--- src/rtl/fir_freq_meter.sv ---
// Zero-crossing period/peak meter for the filtered FIR output, measured in f_s sample ticks.
// Optional peak tracking is enabled by defining FREQ_METER_PEAK_EN; otherwise peak reads 0.
module fir_freq_meter #(
  parameter int HYST    = 64,
  parameter int TIMEOUT = 4000,
  parameter int PW      = 16
) (
  input  logic               clk,
  input  logic               rst,
  input  logic               f_s,
  input  logic signed [11:0] din,
  output logic [PW-1:0]      period,
  output logic [10:0]        peak,
  output logic               valid,
  output logic               locked,
  output logic               timeout
);

  typedef enum logic [1:0] {INIT_LO, INIT_HI, LO, HI} state_t;

  localparam logic signed [11:0] POS_TH = 12'(HYST);
  localparam logic signed [11:0] NEG_TH = -POS_TH;
  localparam logic [PW-1:0]      TO_CNT = PW'(TIMEOUT);

  state_t        state, next_state;
  logic          f_s_q, tick;
  logic [PW-1:0] cnt, cnt_inc;
  logic          lo_hit, hi_hit, counting;
  logic          start, publish, expire;

  assign tick     = f_s & ~f_s_q;
  assign lo_hit   = din <= NEG_TH;
  assign hi_hit   = din >= POS_TH;
  assign cnt_inc  = cnt + PW'(1);
  assign counting = (state == LO) || (state == HI);

  always_ff @(posedge clk or negedge rst) begin
    if (!rst) begin
      state <= INIT_LO;
      f_s_q <= 1'b0;
    end else begin
      state <= next_state;
      f_s_q <= f_s;
    end
  end

  // A publish on the HI crossing takes priority over an expiring counter.
  always_comb begin
    next_state = state;
    start      = 1'b0;
    publish    = 1'b0;
    expire     = 1'b0;
    if (tick) begin
      case (state)
        INIT_LO: if (lo_hit) next_state = INIT_HI;
        INIT_HI: begin
          if (hi_hit) begin
            start      = 1'b1;
            next_state = LO;
          end
        end
        LO: begin
          if (cnt_inc == TO_CNT) begin
            expire     = 1'b1;
            next_state = INIT_LO;
          end else if (lo_hit) begin
            next_state = HI;
          end
        end
        HI: begin
          if (hi_hit) begin
            publish    = 1'b1;
            next_state = LO;
          end else if (cnt_inc == TO_CNT) begin
            expire     = 1'b1;
            next_state = INIT_LO;
          end
        end
        default: next_state = INIT_LO;
      endcase
    end
  end

  always_ff @(posedge clk or negedge rst) begin
    if (!rst) begin
      cnt     <= '0;
      period  <= '0;
      valid   <= 1'b0;
      locked  <= 1'b0;
      timeout <= 1'b0;
    end else begin
      valid <= publish;
      if (start || publish || expire) begin
        cnt <= '0;
      end else if (tick && counting) begin
        cnt <= cnt_inc;
      end
      if (publish) begin
        period  <= cnt_inc;
        locked  <= 1'b1;
        timeout <= 1'b0;
      end else if (expire) begin
        locked  <= 1'b0;
        timeout <= 1'b1;
      end
    end
  end

`ifdef FREQ_METER_PEAK_EN
  logic [10:0] mag, pk, pk_max;

  // -2048 has no positive 12-bit counterpart, so it saturates to 2047.
  always_comb begin
    mag = din[10:0];
    if (din[11]) begin
      if (din[10:0] == 11'd0) mag = 11'h7FF;
      else                    mag = 11'(~din[10:0] + 11'd1);
    end
  end

  assign pk_max = (mag > pk) ? mag : pk;

  // The crossing sample seeds the next period as well as closing the current one.
  always_ff @(posedge clk or negedge rst) begin
    if (!rst) begin
      pk   <= '0;
      peak <= '0;
    end else begin
      if (start || publish) begin
        pk <= mag;
      end else if (tick && counting) begin
        pk <= pk_max;
      end
      if (publish) peak <= pk_max;
    end
  end
`else
  assign peak = '0;
`endif

endmodule

--- config.mk ---
export PLATFORM = sky130hd
export DESIGN_NAME = fir_freq_meter
export DESIGN_NICKNAME = d
export VERILOG_FILES = /design/src/rtl/fir_freq_meter.sv
export SDC_FILE = /design/constraint.sdc
export NUM_CORES = 1
export LEC_CHECK = 0
export CAP_MARGIN = 20
export CORE_MARGIN = 8
export CORE_UTILIZATION = 51
export CTS_CLUSTER_DIAMETER = 100
export CTS_CLUSTER_SIZE = 30
export DETAILED_ROUTE_END_ITERATION = 16
export PLACE_DENSITY = 0.81
export SLEW_MARGIN = 20
export SYNTH_ARGS = -nofsm -noshare
export SYNTH_HDL_FRONTEND = slang
export SYNTH_SLANG_ARGS = --single-unit
--- constraint.sdc ---
create_clock -name clk -period 3.75 [get_ports clk]
set_clock_uncertainty 0.15 [all_clocks]
set_input_delay 0.9375 -clock clk [delete_from_list [all_inputs] [get_ports clk]]
set_output_delay 0.9375 -clock clk [all_outputs]
set_load 0.03 [all_outputs]
==> results.sh, run 1 <==
export IMPL_status="completed"
export IMPL_grt_use_total_pct=15.8
export IMPL_clock_sinks=38
export IMPL_synth_top_cell_area_share_pct=44.2
export IMPL_synthArstFlopShare_pct=100
export IMPL_ys_warn_count=0
export IMPL_cts_setup_buffers=0
export IMPL_avgSynthCellArea_um2=8.86
export IMPL_worst_slew_pin_slew_ns=0.818
export IMPL_rows=23
export IMPL_synthFlopType="dfrtp_1"
export IMPL_fmax_mhz=326
export IMPL_cts_tree="yes"
export IMPL_start_kind="flip-flop"
export IMPL_synth_simple_area_share_pct=24.2
export IMPL_hold_path_class="flip-flop to flip-flop"
export IMPL_most_common_layout_cells="nand2_1, dfrtp_1, clkdlybuf4s50_1"
export IMPL_ant_nets=0
export IMPL_ir_drop_mv=0.253
export IMPL_synth_top_cell_by_area="dfrtp_1"
export IMPL_insertedDiodeCount=0
export IMPL_ys_seq_elements=38
export IMPL_critPathKind="flip-flop to flip-flop"
export IMPL_die_h_um=81.0
export IMPL_holdBufCountCts=0
export IMPL_synth_top_family_by_area="simple AND/OR/NAND/NOR gates"
export IMPL_drv_slew=0
export IMPL_required_ns=3.78
export IMPL_vias_per_cell=5.45
export IMPL_seq_area_frac_synth_pct=44.2
export IMPL_cts_resized=0
export IMPL_drcViolationCount=0
export IMPL_period_share_pct=81.8
export IMPL_grt_overflow=0
export IMPL_start_util_pct=53.4
export IMPL_antenna_found_initial=0
export IMPL_critical_path_endpoint_type="flip-flop"
export IMPL_die_w_um=81.0
export IMPL_cts_buffers=5
export IMPL_layout_drive_gt1_share_pct=7.41
export IMPL_h_tree_depth=2
export IMPL_leakage_nw=1.05
export IMPL_worst_slack_ns=0.684
export IMPL_crit_fanout=12
export IMPL_grt_start_max_net_pins=39
export IMPL_synth_xor_area_share_pct=5.69
export IMPL_grt_pass1_vias=1775
export IMPL_nets=285
export IMPL_dp_hpwl_mm=3.49
export IMPL_coreArea_um2=4030
export IMPL_gp_congestion=0.918
export IMPL_whs_ns=0.330
export IMPL_rsz0062_at_grt="no"
export IMPL_hold_violations=0
export IMPL_io_pins=45
export IMPL_slew_headroom_pct=45.5
export IMPL_synth_fa_ha_area_share_pct=0.581
export IMPL_cts_root_buf="clkbuf_8"
export IMPL_syn_inst=243
export IMPL_synth_area_leaders="dfrtp_1, nand2_1, o21ai_0"
export IMPL_final_common_cell="nand2_1"
export IMPL_dr_pass1_iters=4
export IMPL_max_clock_path_buffers=2
export IMPL_nFillCells=370
export IMPL_wire_per_inst_um=14.7
export IMPL_vias=1744
export IMPL_setup_viol=0
export IMPL_clk_insertion_delay_late_ns=0.29
export IMPL_finalCriticalPeriod_ns=3.07
export IMPL_synth_area_um2=2150
export IMPL_synth_edff_count=0
export IMPL_grt_pass1_wl_mm=8.26
export IMPL_drtIter0Drc=103
export IMPL_port_buffers=33
export IMPL_setup_tns_ns=0
export IMPL_powerDensity_nw_per_um2=389
export IMPL_synth_compound_area_share_pct=14.4
export IMPL_place_ws_ns=0.689
export IMPL_syn_to_final_growth_pct=16.9
export IMPL_maxCapViolCount=0
export IMPL_critPathArrivalTime_ns=3.10
export IMPL_clkSlewWorstSetupHoldPaths_ns=0.08
export IMPL_die_area_um2=6560
export IMPL_final_util_pct=62.5
export IMPL_wl_mm=4.71
export IMPL_synthMuxAreaShare_pct=2.03
export IMPL_netlist_cell_type_count=48
-- power by group --
part,switching (mW),internal [mW]
combinational,0.129,0.0828
clock,0.137,0.148
sequential,0.0365,0.446
total,0.302,0.677
-- per-stage QoR --
stage / power, mW / area (um^2) / cells
floorplan: 0.619 / 2190 / 253
global placement: 0.699 / 2420 / 312
detailed placement: 0.702 / 2420 / 312
CTS: 0.986 / 2520 / 320
global route: 1.03 / 2520 / 320
finish: 0.979 / 2520 / 320
-- sequential cells by signal, summed over array words and instances, names as in the netlist --
| register | count |
|---|---|
| cnt | 16 |
| period | 16 |
| state | 2 |
| f_s_q | 1 |
| locked | 1 |
| timeout | 1 |
| valid | 1 |
-- worst max-delay path, stage by stage, from the launching register on --
cell and delay (ns):
dfrtp_1 0.45, ha_1 0.34, nand4_2 0.21, or4_1 0.57
mux2i_1 0.24, o2111ai_1 0.18, o21ai_2 0.49, nor3_1 0.09
a211o_1 0.24
-- logic make-up after synthesis --
kind of cell / after synthesis
other: 1
adder cells (fa/ha/maj): 1
XOR/XNOR: 14
buffers and inverters: 31
AO/OA/AOI/OAI: 51
flip-flops: 38
AND/OR/NAND/NOR: 103
multiplexers: 4
-- Yosys cell counts (3+ instances only) --
cell	n
or3_1	3
nor4_1	4
buf_2	6
inv_1	5
a21oi_1	5
mux2_2	3
xor2_1	4
buf_4	13
nor3_1	7
a21o_1	3
nor2_1	12
clkbuf_1	5
nor3b_1	3
dfrtp_1	38
nand3_1	12
xnor2_1	10
o21ai_0	26
nand2_1	42
-- area by class of cell --
| class | instances | area (um^2) | share of cell area [%] |
|---|---|---|---|
| repair buffers | 35 | 340 | 13.5 |
| clock inverters | 1 | 5.00 | 0.199 |
| flip-flops and latches | 38 | 951 | 37.8 |
| multi-input cells | 184 | 1050 | 41.8 |
| inverters | 5 | 18.8 | 0.746 |
| clock buffers | 7 | 86.3 | 3.43 |
| well taps | 50 | 62.6 | 2.49 |
-- worst paths after layout --
kind	from	to	slack [ns]	depth (start not counted)
worst max-delay path	cnt[0]	cnt[10]	0.68	8
worst min-delay path	period[2]	period[2]	0.33	2
worst max register to register	cnt[0]	cnt[10]	0.68	8
worst min register to register	period[2]	period[2]	0.33	2
max in group asynchronous	rst	cnt[1]	2.34	1
min in group asynchronous	rst	cnt[14]	0.58	1
-- per-layer routing --
metal	up-vias	share of wire (%)	track usage, %
met5	-	0	0
met4	0	1.2	5.71
met3	5	7.8	4.42
met2	61	45	24.5
met1	807	46	20.5
li1	871	-	-
Note: power is estimated with default switching activity, not from simulation.
==> inputs of run 2 (changes only) <==
==> constraint.sdc (replaced) <==
create_clock -name clk -period 3 [get_ports clk]
set_clock_uncertainty 0.15 [all_clocks]
set_input_delay 0.75 -clock clk [delete_from_list [all_inputs] [get_ports clk]]
set_output_delay 0.75 -clock clk [all_outputs]
set_load 0.03 [all_outputs]
==> run 2 against run 1 <==
  * Cell count rose by 3.8%
  * Worst hold slack about the same
  * Critical endpoint is now cnt[2]
  * Setup slack worse by 0.41 ns
  * Critical path depth increased by 1
  * Fmax is 12% higher
  * First-iteration DRC count rose by 42%
  * Clock power rose by 91%
  * Global-route usage grew 1.1 points
  * Sequential share of layout area is 2.0 points lower
  * Clock-buffer cell count decreased by 1
==> results.sh, run 2 (synthesis results as in run 1) <==
export IMPL_status="completed"
export IMPL_die_h_um=81.0
export IMPL_critPathKind="flip-flop to flip-flop"
export IMPL_setup_tns_ns=0
export IMPL_holdBufCountCts=0
export IMPL_grt_start_max_net_pins=39
export IMPL_pwr_share_clk_pct=38.4
export IMPL_max_clock_path_buffers=2
export IMPL_p_switching_mw=0.392
export IMPL_die_w_um=81.0
export IMPL_critPathArrivalTime_ns=2.77
export IMPL_power_share_combinational_pct=19.5
export IMPL_cts_resized=0
export IMPL_cts_root_buf="clkbuf_8"
export IMPL_path_delay_family="compound AO/OA/AOI/OAI gates"
export IMPL_hold_path_class="flip-flop to flip-flop"
export IMPL_wl_mm=5.11
export IMPL_required_ns=3.04
export IMPL_start_util_pct=53.4
export IMPL_grt_pass1_vias=1864
export IMPL_most_common_layout_cells="nand2_1, dfrtp_1, clkdlybuf4s50_1"
export IMPL_dr_pass1_iters=4
export IMPL_rrSetupSlack_ns=0.27
export IMPL_setup_viol=0
export IMPL_io_pins=45
export IMPL_internal_power_mw=1.02
export IMPL_ir_drop_mv=0.365
export IMPL_grt_pass1_wl_mm=8.69
export IMPL_rsz0062_at_grt="no"
export IMPL_fmax_mhz=367
export IMPL_clkSlewWorstSetupHoldPaths_ns=0.08
export IMPL_finalCriticalPeriod_ns=2.73
export IMPL_period_share_pct=90.9
export IMPL_final_common_cell="nand2_1"
export IMPL_seqPwrFrac_pct=42.1
export IMPL_layout_drive_gt1_share_pct=11.7
export IMPL_slew_headroom_pct=43.3
export IMPL_wire_per_inst_um=15.4
export IMPL_critical_path_endpoint_type="flip-flop"
export IMPL_syn_to_final_growth_pct=23.4
export IMPL_place_ws_ns=0.282
export IMPL_leakage_nw=1.13
export IMPL_critPathMaxStageDelay_ns=0.48
export IMPL_grt_use_total_pct=16.9
export IMPL_crit_fanout=7
export IMPL_nets=297
export IMPL_start_kind="flip-flop"
export IMPL_placed_area_um2=2510
export IMPL_drcViolationCount=0
export IMPL_maxCapViolCount=0
export IMPL_cp_num_buf_inv=1
export IMPL_worst_slew_pin_slew_ns=0.850
export IMPL_port_buffers=33
export IMPL_biggestRegsByFlops="cnt: 16 flops, period: 16 flops, state: 2 flops"
export IMPL_h_tree_depth=2
export IMPL_insertedDiodeCount=0
export IMPL_dp_hpwl_mm=3.84
export IMPL_worst_slack_ns=0.274
export IMPL_cts_tree="yes"
export IMPL_cts_buffers=5
export IMPL_swShare_pct=27.7
export IMPL_coreArea_um2=4030
export IMPL_dp_cells=324
export IMPL_hold_violations=0
export IMPL_vias_per_cell=5.52
export IMPL_powerDensity_nw_per_um2=532
export IMPL_die_area_um2=6560
export IMPL_slowest_stage="or4_1"
export IMPL_finalNonFillerCells=332
export IMPL_drv_slew=0
export IMPL_path_cells="ha_1 > nand4_2 > or4_1 > mux2i_1 > o2111ai_1 > o21ai_2 > buf_4 > o21bai_1 > a21o_1"
export IMPL_whs_ns=0.330
export IMPL_antenna_found_initial=0
export IMPL_vias=1831
export IMPL_drtIter0Drc=146
export IMPL_clk_insertion_delay_late_ns=0.29
export IMPL_postLayoutCellArea_um2=2660
export IMPL_rows=23
export IMPL_ant_nets=0
export IMPL_cts_setup_buffers=0
export IMPL_clock_sinks=38
export IMPL_grt_overflow=0
export IMPL_gp_congestion=0.914
==> run 2: cell types whose count changed in the layout (fill, tap and decap cells not counted), sizes merged <==
cell / before / now
buf: 3 / 15
bufinv: 0 / 2
clkinv: 1 / 0
clkbuf: 7 / 6
==> run 2: path summary, 6_finish.rpt <==
check                            from    endpoint  cells past startpoint
max                            cnt[0]      cnt[2]                      9
max in group asynchronous         rst     cnt[10]                      1
min in group asynchronous         rst      cnt[4]                      1
min reg2reg                period[14]  period[14]                      2
max reg2reg                    cnt[0]      cnt[2]                      9
min                        period[14]  period[14]                      2
==> run 2: stage by stage <==
| step | utilization [%] | total power, mW |
|---|---|---|
| 2_1_floorplan | - | 0.774 |
| 3_3_place_gp | 62.4 | 0.877 |
| 3_5_place_dp | 62.4 | 0.883 |
| 4_1_cts | 66.0 | 1.42 |
| 5_1_grt | 66.0 | 1.48 |
| 6_report | 66.0 | 1.41 |
==> run 2: final cells by class <==
cell class                 count  area [um^2]
clock buffer                   6         82.6
clock inverter                 2         60.1
fill                         361         1370
inverter                       5         18.8
multi-input combinational    184         1050
sequential                    38          951
tap                           50         62.6
timing repair buffer          47          430
==> run 2: power groups by stage <==
stage	Sequential [mW]	Combinational, mW	Clock, mW
5_1_grt	0.603	0.303	0.574
6_report	0.595	0.275	0.543
4_1_cts	0.596	0.277	0.549
2_1_floorplan	0.648	0.126	0
3_5_place_dp	0.606	0.277	0
3_3_place_gp	0.605	0.272	0
==> run 2: worst register-to-register path: cells and delay by family, from the launching register on <==
family / cells / cell delay, ns
multiplexers: 1 / 0.21
buffers and inverters: 1 / 0.18
AO/OA/AOI/OAI: 4 / 0.68
AND/OR/NAND/NOR: 2 / 0.63
flip-flops: 1 / 0.44
adder cells (fa/ha/maj): 1 / 0.34
==> run 2: metal layers <==
layer  routed length [um]  up-vias  track usage [%]
li1                     -      902                -
met4                  102        0             7.50
met1                 2340      862             21.6
met2                 2370       57             26.3
met5                    0        -                0
met3                  301       10             4.53
==> inputs of run 3 (changes only) <==
--- a/config.mk
+++ b/config.mk
@@ -6,7 +6,7 @@
 export NUM_CORES = 1
 export LEC_CHECK = 0
 export CAP_MARGIN = 20
-export CORE_MARGIN = 8
+export CORE_MARGIN = 4
 export CORE_UTILIZATION = 51
 export CTS_CLUSTER_DIAMETER = 100
 export CTS_CLUSTER_SIZE = 30
==> run 3 against run 2 <==
  * Worst hold slack lost 0.0044 ns
  * Core utilization decreased by 2.1 points
  * Critical path depth did not move
  * Design area decreased by 3.2%
  * Largest cell class unchanged
==> results.sh, run 3 (synthesis results as in run 1) <==
export IMPL_start_kind="flip-flop"
export IMPL_grt_overflow=0
export IMPL_fmax_mhz=358
export IMPL_grt_pass1_vias=1710
export IMPL_gp_congestion=0.946
export IMPL_critical_path_endpoint_type="flip-flop"
export IMPL_die_area_um2=5330
export IMPL_start_util_pct=53.4
export IMPL_clkSlewWorstSetupHoldPaths_ns=0.07
export IMPL_final_common_cell="nand2_1"
export IMPL_powerDensity_nw_per_um2=479
export IMPL_most_common_layout_cells="nand2_1, dfrtp_1, clkdlybuf4s50_1"
export IMPL_cts_setup_buffers=0
export IMPL_biggestRegsByFlops="cnt: 16 flops, period: 16 flops, state: 2 flops"
export IMPL_rows=23
export IMPL_grt_pass1_wl_mm=8.07
export IMPL_leakage_nw=1.08
export IMPL_maxCapViolCount=0
export IMPL_hold_path_class="flip-flop to flip-flop"
export IMPL_rsz0062_at_grt="no"
export IMPL_cts_root_buf="clkbuf_8"
export IMPL_critPathKind="flip-flop to flip-flop"
export IMPL_clk_insertion_delay_late_ns=0.29
export IMPL_die_h_um=73.0
export IMPL_max_clock_path_buffers=2
export IMPL_period_share_pct=93.1
export IMPL_drtIter0Drc=112
export IMPL_nFillCells=340
export IMPL_place_ws_ns=0.181
export IMPL_coreArea_um2=4030
export IMPL_cts_buffers=5
export IMPL_dp_hpwl_mm=3.43
export IMPL_worst_slew_pin_slew_ns=0.851
export IMPL_grt_start_max_net_pins=39
export IMPL_hold_violations=0
export IMPL_finalNonFillerCells=327
export IMPL_crit_fanout=10
export IMPL_layout_drive_gt1_share_pct=10.1
export IMPL_setup_tns_ns=0
export IMPL_ir_drop_mv=0.256
export IMPL_status="completed"
export IMPL_holdBufCountCts=0
export IMPL_dp_cells=319
export IMPL_port_buffers=33
export IMPL_slew_headroom_pct=43.2
export IMPL_io_pins=45
export IMPL_h_tree_depth=2
export IMPL_wire_per_inst_um=14.4
export IMPL_setup_viol=0
export IMPL_antenna_found_initial=0
export IMPL_drcViolationCount=0
export IMPL_grt_use_total_pct=19.8
export IMPL_ant_nets=0
export IMPL_finalCriticalPeriod_ns=2.79
export IMPL_vias=1790
export IMPL_worst_slack_ns=0.206
export IMPL_wl_mm=4.71
export IMPL_cts_tree="yes"
export IMPL_drv_slew=0
export IMPL_vias_per_cell=5.47
export IMPL_dr_pass1_iters=4
export IMPL_clock_sinks=38
export IMPL_nets=292
export IMPL_required_ns=3.03
export IMPL_die_w_um=73.0
export IMPL_insertedDiodeCount=0
export IMPL_syn_to_final_growth_pct=19.4
export IMPL_critPathArrivalTime_ns=2.82
[run 3: power by group]
part | total (mW) | internal, mW | leakage, nW | switching, mW
Combinational | 0.267 | 0.108 | 0.527 | 0.159
Sequential | 0.595 | 0.557 | 0.508 | 0.0383
Clock | 0.368 | 0.186 | 0.0482 | 0.183
Total | 1.23 | 0.851 | 1.08 | 0.380
[run 3: layer usage]
metal  GRT usage, %  wire [um]  vias to the layer above
met3           4.27        319                        8
met4           7.17         76                        0
met1           26.3       2060                      835
li1               -          -                      886
met2           31.6       2260                       61
met5              0          0                        -
[run 3: critical path, cell delays in order (launching register included)]
cell and delay, ns:
dfrtp_1 0.44, ha_2 0.29, nand4_2 0.20, or4_1 0.50, mux2i_1 0.20, o2111ai_1 0.17, o21ai_2 0.21, buf_4 0.21
nor2_2 0.04, a211o_1 0.27
[run 3: what timing repair did]
item,CTS,global route
gates resized for setup,0,1
endpoints found under the hold margin,0,0
setup endpoints to repair,0,1
[run 3: area by class of cell]
class / count / area, um^2 / share of cell area (%)
clock inverter: 1 / 5.00 / 0.195
inverter: 5 / 18.8 / 0.730
sequential: 38 / 951 / 37.0
timing repair buffer: 42 / 393 / 15.3
tap: 50 / 62.6 / 2.43
clock buffer: 7 / 86.3 / 3.36
multi-input combinational: 184 / 1050 / 41.0
[run 3: stage by stage]
step	util, %	total power, mW	area, um^2	hold slack (ns)
after floorplan	-	0.774	2190	0.304
after global placement	61.5	0.866	2480	0.311
after detailed placement	61.5	0.872	2480	0.311
after CTS	63.8	1.24	2570	0.330
after global routing	63.8	1.29	2570	0.363
final	63.8	1.23	2570	0.326
[run 3: path summary, 6_finish.rpt]
| path | start | to | slack [ns] | depth (start not counted) |
|---|---|---|---|---|
| setup / recovery | cnt[0] | cnt[10] | 0.21 | 9 |
| hold / removal | period[1] | period[1] | 0.33 | 2 |
| setup reg to reg | cnt[0] | cnt[10] | 0.21 | 9 |
| hold reg to reg | period[1] | period[1] | 0.33 | 2 |
| max in group asynchronous | rst | cnt[11] | 1.75 | 1 |
| min in group asynchronous | rst | period[6] | 0.41 | 1 |
